<file path="src/rtl/seg7_scan_driver_if.sv">
// Display-side bus of the 7-segment scan driver: the datapath loads the
// display word and level controls, the driver returns the pin outputs.
interface seg7_scan_driver_if;
   logic        load;
   logic [31:0] data_in;
   logic [7:0]  dp_in;
   logic        blank_lz;
   logic [7:0]  blink_mask;
   logic [7:0]  an;
   logic [6:0]  seg;
   logic        dp;
   logic [2:0]  digit_idx;

   modport master (
      output load, data_in, dp_in, blank_lz, blink_mask,
      input  an, seg, dp, digit_idx
   );

   modport slave (
      input  load, data_in, dp_in, blank_lz, blink_mask,
      output an, seg, dp, digit_idx
   );
endinterface

</file>
<file path="src/rtl/seg7_scan_driver.sv">
// Time-multiplexed driver for eight common-anode 7-segment digits.
// One digit is advanced per refresh_clk rising edge; anode, segment and
// decimal-point pins are active-low and come from a single register stage.
module seg7_scan_driver #(
   parameter int unsigned BLINK_DIV = 120
) (
   input  logic                clk_in,
   input  logic                reset,
   input  logic                refresh_clk,
   seg7_scan_driver_if.slave   bus
);

   localparam int unsigned CW = (BLINK_DIV > 1) ? $clog2(BLINK_DIV) : 1;
   localparam logic [CW-1:0] BLINK_LAST = CW'(BLINK_DIV - 1);

   logic          rf_q1;
   logic          rf_q2;
   logic          tick;
   logic [2:0]    digit_idx;
   logic [31:0]   disp_word;
   logic [7:0]    disp_dp;
   logic [CW-1:0] blink_cnt;
   logic          blink_phase;

   logic [7:0]    an_q;
   logic [6:0]    seg_q;
   logic          dp_q;

   logic [7:0]    lz_zero;
   logic          lz_run;
   logic [3:0]    nibble;
   logic          blanked;
   logic [7:0]    an_d;
   logic [6:0]    seg_d;
   logic          dp_d;

   // Active-low {a,b,c,d,e,f,g} pattern for one hex nibble.
   function automatic logic [6:0] hex_to_seg(input logic [3:0] h);
      logic [6:0] s;
      unique case (h)
         4'h0: s = 7'b0000001;
         4'h1: s = 7'b1001111;
         4'h2: s = 7'b0010010;
         4'h3: s = 7'b0000110;
         4'h4: s = 7'b1001100;
         4'h5: s = 7'b0100100;
         4'h6: s = 7'b0100000;
         4'h7: s = 7'b0001111;
         4'h8: s = 7'b0000000;
         4'h9: s = 7'b0000100;
         4'hA: s = 7'b0001000;
         4'hB: s = 7'b1100000;
         4'hC: s = 7'b0110001;
         4'hD: s = 7'b1000010;
         4'hE: s = 7'b0110000;
         4'hF: s = 7'b0111000;
         default: s = 7'b1111111;
      endcase
      return s;
   endfunction

   assign tick = rf_q1 & ~rf_q2;

   // Synchronise and edge-detect the refresh square wave.
   always_ff @(posedge clk_in or posedge reset) begin
      if (reset) begin
         rf_q1 <= 1'b0;
         rf_q2 <= 1'b0;
      end else begin
         rf_q1 <= refresh_clk;
         rf_q2 <= rf_q1;
      end
   end

   // Scan counter: one digit per refresh edge, wrapping after digit 7.
   always_ff @(posedge clk_in or posedge reset) begin
      if (reset) begin
         digit_idx <= '0;
      end else if (tick) begin
         digit_idx <= digit_idx + 3'd1;
      end
   end

   // Display word and decimal points captured from the datapath.
   always_ff @(posedge clk_in or posedge reset) begin
      if (reset) begin
         disp_word <= '0;
         disp_dp   <= '0;
      end else if (bus.load) begin
         disp_word <= bus.data_in;
         disp_dp   <= bus.dp_in;
      end
   end

   // Blink timebase: phase toggles every BLINK_DIV scan ticks, starts visible.
   always_ff @(posedge clk_in or posedge reset) begin
      if (reset) begin
         blink_cnt   <= '0;
         blink_phase <= 1'b1;
      end else if (tick) begin
         if (blink_cnt == BLINK_LAST) begin
            blink_cnt   <= '0;
            blink_phase <= ~blink_phase;
         end else begin
            blink_cnt <= blink_cnt + 1'b1;
         end
      end
   end

   // lz_zero[i] is set when nibbles i..7 are all zero; digit 0 never qualifies.
   always_comb begin
      lz_zero = '0;
      lz_run  = 1'b1;
      for (int unsigned j = 0; j < 8; j++) begin
         lz_run         = lz_run & (disp_word[(7 - j) * 4 +: 4] == 4'h0);
         lz_zero[7 - j] = lz_run;
      end
      lz_zero[0] = 1'b0;
   end

   // Next pin values for the digit currently selected.
   always_comb begin
      nibble  = disp_word[{digit_idx, 2'b00} +: 4];
      blanked = (bus.blank_lz & lz_zero[digit_idx]) |
                (~blink_phase & bus.blink_mask[digit_idx]);
      an_d    = ~(8'd1 << digit_idx);
      seg_d   = hex_to_seg(nibble);
      dp_d    = ~disp_dp[digit_idx];
      if (blanked) begin
         an_d  = '1;
         seg_d = '1;
         dp_d  = 1'b1;
      end
   end

   // Single output register stage keeps the pins glitch-free.
   always_ff @(posedge clk_in or posedge reset) begin
      if (reset) begin
         an_q  <= '1;
         seg_q <= '1;
         dp_q  <= 1'b1;
      end else begin
         an_q  <= an_d;
         seg_q <= seg_d;
         dp_q  <= dp_d;
      end
   end

   assign bus.an        = an_q;
   assign bus.seg       = seg_q;
   assign bus.dp        = dp_q;
   assign bus.digit_idx = digit_idx;

endmodule

</file>
<file path="src/flat_wrapper.sv">
// flat-port wrapper written by rule: the top's interface ports become plain ports
module seg7_scan_driver_flat 
#(
   parameter int unsigned BLINK_DIV = 120
)
  (clk_in, reset, refresh_clk, bus_load, bus_data_in, bus_dp_in, bus_blank_lz, bus_blink_mask, bus_an, bus_seg, bus_dp, bus_digit_idx);
  seg7_scan_driver_if bus_i ();
  input  logic clk_in;
  input  logic reset;
  input  logic refresh_clk;
  input wire logic [$bits(bus_i.load)-1:0] bus_load;
  input wire logic [$bits(bus_i.data_in)-1:0] bus_data_in;
  input wire logic [$bits(bus_i.dp_in)-1:0] bus_dp_in;
  input wire logic [$bits(bus_i.blank_lz)-1:0] bus_blank_lz;
  input wire logic [$bits(bus_i.blink_mask)-1:0] bus_blink_mask;
  output wire logic [$bits(bus_i.an)-1:0] bus_an;
  output wire logic [$bits(bus_i.seg)-1:0] bus_seg;
  output wire logic [$bits(bus_i.dp)-1:0] bus_dp;
  output wire logic [$bits(bus_i.digit_idx)-1:0] bus_digit_idx;
  assign bus_i.load = bus_load;
  assign bus_i.data_in = bus_data_in;
  assign bus_i.dp_in = bus_dp_in;
  assign bus_i.blank_lz = bus_blank_lz;
  assign bus_i.blink_mask = bus_blink_mask;
  assign bus_an = bus_i.an;
  assign bus_seg = bus_i.seg;
  assign bus_dp = bus_i.dp;
  assign bus_digit_idx = bus_i.digit_idx;
  seg7_scan_driver #(.BLINK_DIV(BLINK_DIV)) u_core (.clk_in(clk_in), .reset(reset), .refresh_clk(refresh_clk), .bus(bus_i));
endmodule
</file>
<file path="config.mk">
export PLATFORM = sky130hd
export DESIGN_NAME = seg7_scan_driver_flat
export DESIGN_NICKNAME = d
export VERILOG_FILES = /design/src/rtl/seg7_scan_driver_if.sv /design/src/rtl/seg7_scan_driver.sv /design/src/flat_wrapper.sv
export SDC_FILE = /design/constraint.sdc
export NUM_CORES = 1
export LEC_CHECK = 0
export CORE_MARGIN = 5
export CORE_UTILIZATION = 40
export CTS_CLUSTER_DIAMETER = 60
export DETAILED_ROUTE_END_ITERATION = 7
export PLACE_DENSITY = 0.62
export SLEW_MARGIN = 20
export SYNTH_ARGS = -nofsm -noshare
export SYNTH_HDL_FRONTEND = slang
export SYNTH_SLANG_ARGS = --single-unit
</file>
<file path="constraint.sdc">
create_clock -name clk_in -period 5.4 [get_ports clk_in]
set_input_delay 0.81 -clock clk_in [delete_from_list [all_inputs] [get_ports clk_in]]
set_output_delay 0.81 -clock clk_in [all_outputs]
set_load 0.03 [all_outputs]
</file>
# Yosys cells after proc, flatten, opt, wreduce, memory -nomap -nowiden
# Memories as Yosys holds them, arrays and structs flattened.
# Cells that the tools add are included.
# W data, S select, Z words.
# word_totals
ff_bits	69
elab_cells	49
latchBits	0
ram_bits	0
mem_bits_ro	112
mem_count	1
output_inout_bits	19
# classes
n_mux	10
n_shift	2
bitwise_logic	14
n_lt_le_gt_ge	1
n_eq_ne	1
div	0
multipliers	0
addsub	2
reduce_logical	8
# mem_list
memory	words	width	read_ports	rd_clocked_by_memory_dff	wr	line_no	text
(name not given)	16	7	1	0	0	seg7_scan_driver.sv:40	unique case (h)
# op_table
op	count
$shiftx A32 B6 Y4	1
$logic_not A4 Y1	7
$mux W7	2
$and A1 B1 Y1	9
$bmux W1 S3	3
$mux W8	1
$not A8 Y8	1
$shl A1 B3 Y8 const A	1
$add A7 B1 Y7 const B	1
$eq A7 B7 Y1 const B	1
$lt A3 B4 Y1 const B	1
$mux W1	4
$add A3 B1 Y3 const B	1
$not A1 Y1	3
$reduce_and A2 Y1	1
$or A1 B1 Y1	1

# Depth between registers and ports, before layout
# logic_depth
ltp_word	12
mapped_depth	11
mapped_depth_nobuf	9

# Worst setup path before layout
# OpenSTA, ideal clock, no wires.
# synth_timing
kind	register to register
startpoint	register u_core.digit_idx[0], in the netlist u_core.bus.digit_idx[0]
endpoint	register u_core.seg_q[3], in the netlist u_core.bus.seg[3]
synth_period_minus_slack_ps	2531
t_required_ps	5328
stages_incl_launch_ff	10
setup_time_ps	72
arrival_ps	2459
path_slack_ps	2869
cell_sequence	dfrtp_1 -> buf_2 -> buf_2 -> mux4_2 -> nand2_1 -> nand2_1 -> inv_1 -> ha_1 -> o211a_2 -> o21ai_1
# synth_via
elab_chain_len	5
elab_cells_between_ends	10
# synth_lines
item	line_no	text
from (decl)	seg7_scan_driver.sv:19	logic [2:0] digit_idx;
from (signal assigned)	seg7_scan_driver.sv:80	digit_idx <= digit_idx + 3'd1;
parallel branches: the longest is 4 deep, another holds $mem_v2 Z16 W7	-	
$mux W7 *	seg7_scan_driver.sv:129	if (blanked) begin
named net u_core.seg_d[3]	seg7_scan_driver.sv:34	logic [6:0] seg_d;
to (signal assigned)	seg7_scan_driver.sv:144	seg_q <= seg_d;
to (decl)	seg7_scan_driver.sv:26	logic [6:0] seg_q;
# Mark *: on every way through the listed nets, which the timed path passes. The select of a mux whose other input is x is not followed.
# A chain may end at the register's enable or synchronous reset.

# Worst setup path after layout
# layout_timing
startpoint	register u_core.digit_idx[0], in the netlist u_core.bus.digit_idx[0]
endpoint	output bus_digit_idx[0]
# layout_lines
item	line_no	text
to (decl)	flat_wrapper.sv:19	output wire logic [$bits(bus_i.digit_idx)-1:0] bus_digit_idx;
# No word-level cell between the ends.

==> results.json <==
{
  "clock-sinks": 69,
  "via_count": 2229,
  "grt_setup_unrepaired": "false",
  "worstHoldPathType": "flop to flop",
  "slew_headroom_pct": 39.7,
  "report.final.hold_viol_count": 0,
  "layout-area-overhead-vs-synth_pct": 31.1,
  "finalWorstPathRequiredPeriod_ns": 2.90,
  "post_drt_wl_per_cell_um": 16.3,
  "fraction_of_final_layout_cells_sized_beyond_drive_strength_1_pct": 29.8,
  "synth_top_cells_by_area": "sky130_fd_sc_hd__dfrtp_1, sky130_fd_sc_hd__mux2_2, sky130_fd_sc_hd__dfstp_2, sky130_fd_sc_hd__mux4_2, sky130_fd_sc_hd__ha_1",
  "number_of_global_route_vias_before_repair": 2344,
  "grt_first_pass_wirelength_mm": 11.9,
  "timing.critical_path.buf_inv": 1,
  "dpl-instance-area_mm2": 0.00413,
  "timing.final.setup_violations": 0,
  "ir_worst_vdd_mv": 0.188,
  "drc": 0,
  "crit_required_ns": 4.59,
  "power.total_mw": 2.15,
  "status": "complete, no violations",
  "postSynthAreaPerCell_um2": 13.4,
  "skew_ns": 0.00817,
  "nNetsFinal": 387,
  "portBuffers": 71,
  "drt_first_pass_iters": 4,
  "postCtsHoldBufs": 0,
  "synth_edf_count": 0,
  "detailedRoute.firstIterationViolations": 79,
  "timing.fmax_ghz": 0.345,
  "yosys.area.top_type_share_pct": 39.1,
  "ys.warnings.count": 0,
  "cap_violations": 0,
  "total_of_cells_resized_after_clock_tree_synthesis": 0,
  "post-synth-top-area-cell": "sky130_fd_sc_hd__dfrtp_1",
  "die_width_um": 101,
  "finalSetupTns_ns": 0,
  "die_height_um": 101,
  "dp_hpwl_mm": 5.30,
  "cts_setup_buffers": 0,
  "delay_of_the_slowest_cell_on_the_worst_path_ns": 0.93,
  "worst_setup_path_start_kind": "flop",
  "ys_async_sr_fraction_pct": 100,
  "initial_core_utilization_pct": 40.7,
  "post-route-period-util_pct": 53.7,
  "path_clk_slew_ns": 0.07,
  "htree_levels": 3,
  "power-per-cell-area_mw_per_mm2": 493,
  "crit_arrival_ns": 2.09,
  "clock_insertion_delay_worst_skew_ns": 0.34,
  "detail-route-antenna-nets": 0,
  "power.static_leakage_nw": 1.79,
  "slew_violations": 0,
  "synth.cell_area_mm2": 0.00333,
  "syn_nets": 315,
  "postSynth.topFlopCell": "sky130_fd_sc_hd__dfrtp_1",
  "layout.cell_area.non_filler_mm2": 0.00437,
  "global_routing_usage_summed_across_all_routing_layers_pct": 14.9,
  "worst_setup_path_end_kind": "primary output",
  "grt_antenna_before_repair": 0,
  "maximum_fanout_along_the_worst_path": 19,
  "drt-vias-per-instance": 5.17,
  "yosysUniqueCellTypes": 44,
  "tightest_slew_ns": 0.879,
  "setup_ws_ns": 2.50,
  "postSynthRegisterBits": 69,
  "wl_mm": 7.01,
  "filler_cell_count": 724,
  "dpl_worst_slack_ns": 2.55,
  "core_footprint_mm2": 0.00818,
  "die-area_mm2": 0.0103,
  "cell_with_the_largest_stage_delay_on_the_worst_path": "sky130_fd_sc_hd__dfrtp_1",
  "critical_path.cell_chain": "clkdlybuf4s50_1",
  "antenna-diode-count": 0,
  "grt_remaining_overflow": 0,
  "clockRootBuffer": "sky130_fd_sc_hd__clkbuf_8",
  "clock_path_buffers": 2,
  "number_of_top_level_pins": 72,
  "path_class": "flop to primary output",
  "numCtsBuffers": 9,
  "tritoncts_clock_tree": "done",
  "final_wtd_congestion": 0.812,
  "std_cell_rows": 33,
  "synth_cells": 249,
  "grt_start_max_net_pins": 58,
  "synth.yosys.seq_area_share_pct": 52.5,
  "dominant_delay_contributor_by_cell_family_on_the_critical_path": "flip-flops"
}
[logic make-up (layout without fill, tap and decap cells)]
logic type               Yosys count  in the layout  synth area share (%)
adder cells (fa/ha/maj)           13             13                  4.88
multiplexers                      59             59                  24.2
AND/OR/NAND/NOR                   54             54                  8.00
XOR/XNOR                           3              3                 0.789
flip-flops                        69             69                  52.5
buffers and inverters             21             98                  2.78
AO/OA/AOI/OAI                     30             30                  6.91
[worst paths after layout]
check	from	end	slack, ns	cells after the start
worst min register to register	u_core.rf_q1	u_core.rf_q2	0.40	0
max in group asynchronous	reset	u_core.disp_word[16]	3.70	3
min in group asynchronous	reset	u_core.disp_word[24]	0.71	2
worst min-delay path	u_core.rf_q1	u_core.rf_q2	0.40	0
worst max-delay path	u_core.bus.digit_idx[0]	bus_digit_idx[0]	2.50	1
worst max register to register	u_core.bus.digit_idx[0]	u_core.bus.seg[6]	2.60	5
[registers in the layout, indices dropped and copies added (netlist names)]
register	flops
u_core.bus.an	8
u_core.blink_phase	1
u_core.blink_cnt	7
u_core.disp_word	32
u_core.bus.dp	1
u_core.bus.digit_idx	3
u_core.disp_dp	8
u_core.rf_q1	1
u_core.rf_q2	1
u_core.bus.seg	7
[worst register-to-register path, stage by stage, from the launching register on]
cell	delay (ns)
sky130_fd_sc_hd__dfrtp_1	0.93
sky130_fd_sc_hd__mux4_2	0.60
sky130_fd_sc_hd__mux2i_1	0.71
sky130_fd_sc_hd__nand2b_1	0.21
sky130_fd_sc_hd__o22ai_1	0.20
sky130_fd_sc_hd__o21ai_1	0.09
[where the power goes]
part           switching (mW)  internal (mW)
clock network           0.194          0.310
registers               0.121          0.651
logic                   0.455          0.424
total                   0.770           1.38
[per-layer routing]
layer	share of wire [%]	vias up	track usage, %
met3	5.8	11	3.99
met1	44	1099	19.9
met5	0	-	0
met4	1.7	0	6.44
met2	48	70	23.0
li1	-	1049	-
[cell type report]
class	instances	area, um2	share of cell area (%)
multi-input cells	159	1490	34.1
clock inverters	5	108	2.46
clock buffers	11	131	3.01
well taps	105	131	3.01
inverters	9	33.8	0.773
flip-flops and latches	69	1750	40.0
repair buffers	73	726	16.6
[placed cells by master (no fill, tap or decap), types with 2 or more instances in the layout]
| master | instances |
|---|---|
| sky130_fd_sc_hd__a211oi_1 | 2 |
| sky130_fd_sc_hd__dfrtp_1 | 52 |
| sky130_fd_sc_hd__nor3_1 | 3 |
| sky130_fd_sc_hd__inv_2 | 4 |
| sky130_fd_sc_hd__o221ai_1 | 4 |
| sky130_fd_sc_hd__o21ai_1 | 7 |
| sky130_fd_sc_hd__ha_1 | 13 |
| sky130_fd_sc_hd__mux2i_1 | 5 |
| sky130_fd_sc_hd__nor4_1 | 2 |
| sky130_fd_sc_hd__a21oi_1 | 4 |
| sky130_fd_sc_hd__bufinv_16 | 3 |
| sky130_fd_sc_hd__mux4_2 | 12 |
| sky130_fd_sc_hd__nand2b_1 | 3 |
| sky130_fd_sc_hd__a21o_1 | 2 |
| sky130_fd_sc_hd__inv_1 | 5 |
| sky130_fd_sc_hd__nor2b_1 | 2 |
| sky130_fd_sc_hd__nand3_1 | 8 |
| sky130_fd_sc_hd__dfstp_2 | 17 |
| sky130_fd_sc_hd__buf_4 | 2 |
| sky130_fd_sc_hd__mux2_2 | 41 |
| sky130_fd_sc_hd__or4_4 | 2 |
| sky130_fd_sc_hd__clkdlybuf4s50_1 | 71 |
| sky130_fd_sc_hd__xnor2_1 | 3 |
| sky130_fd_sc_hd__clkbuf_1 | 2 |
| sky130_fd_sc_hd__nand2_1 | 23 |
| sky130_fd_sc_hd__nor2_1 | 5 |
| sky130_fd_sc_hd__clkbuf_8 | 9 |
[cell usage after synthesis, types with 2 or more instances]
| library cell | n |
|---|---|
| sky130_fd_sc_hd__nand2b_1 | 3 |
| sky130_fd_sc_hd__dfrtp_1 | 52 |
| sky130_fd_sc_hd__nor2_1 | 5 |
| sky130_fd_sc_hd__dfstp_2 | 17 |
| sky130_fd_sc_hd__nand3_1 | 8 |
| sky130_fd_sc_hd__mux2_2 | 41 |
| sky130_fd_sc_hd__buf_2 | 5 |
| sky130_fd_sc_hd__inv_1 | 6 |
| sky130_fd_sc_hd__ha_1 | 13 |
| sky130_fd_sc_hd__mux4_2 | 12 |
| sky130_fd_sc_hd__nand2_1 | 23 |
| sky130_fd_sc_hd__a21oi_1 | 4 |
| sky130_fd_sc_hd__nor2b_1 | 2 |
| sky130_fd_sc_hd__clkbuf_1 | 3 |
| sky130_fd_sc_hd__inv_2 | 3 |
| sky130_fd_sc_hd__nor3_1 | 3 |
| sky130_fd_sc_hd__o21ai_1 | 7 |
| sky130_fd_sc_hd__o221ai_1 | 4 |
| sky130_fd_sc_hd__nor4_1 | 2 |
| sky130_fd_sc_hd__mux2i_1 | 5 |
| sky130_fd_sc_hd__a211oi_1 | 2 |
| sky130_fd_sc_hd__a21o_1 | 2 |
| sky130_fd_sc_hd__xnor2_1 | 3 |
| sky130_fd_sc_hd__buf_1 | 3 |
| sky130_fd_sc_hd__or4_4 | 2 |
[metrics by stage]
step,std cells,utilization [%],hold slack [ns]
2_1_floorplan,249,-,0.368
3_3_place_gp,415,50.5,0.377
3_5_place_dp,415,50.5,0.387
4_1_cts,431,53.4,0.405
5_1_grt,431,53.4,0.427
6_report,431,53.4,0.401
Note: power is estimated with default switching activity, not from simulation.
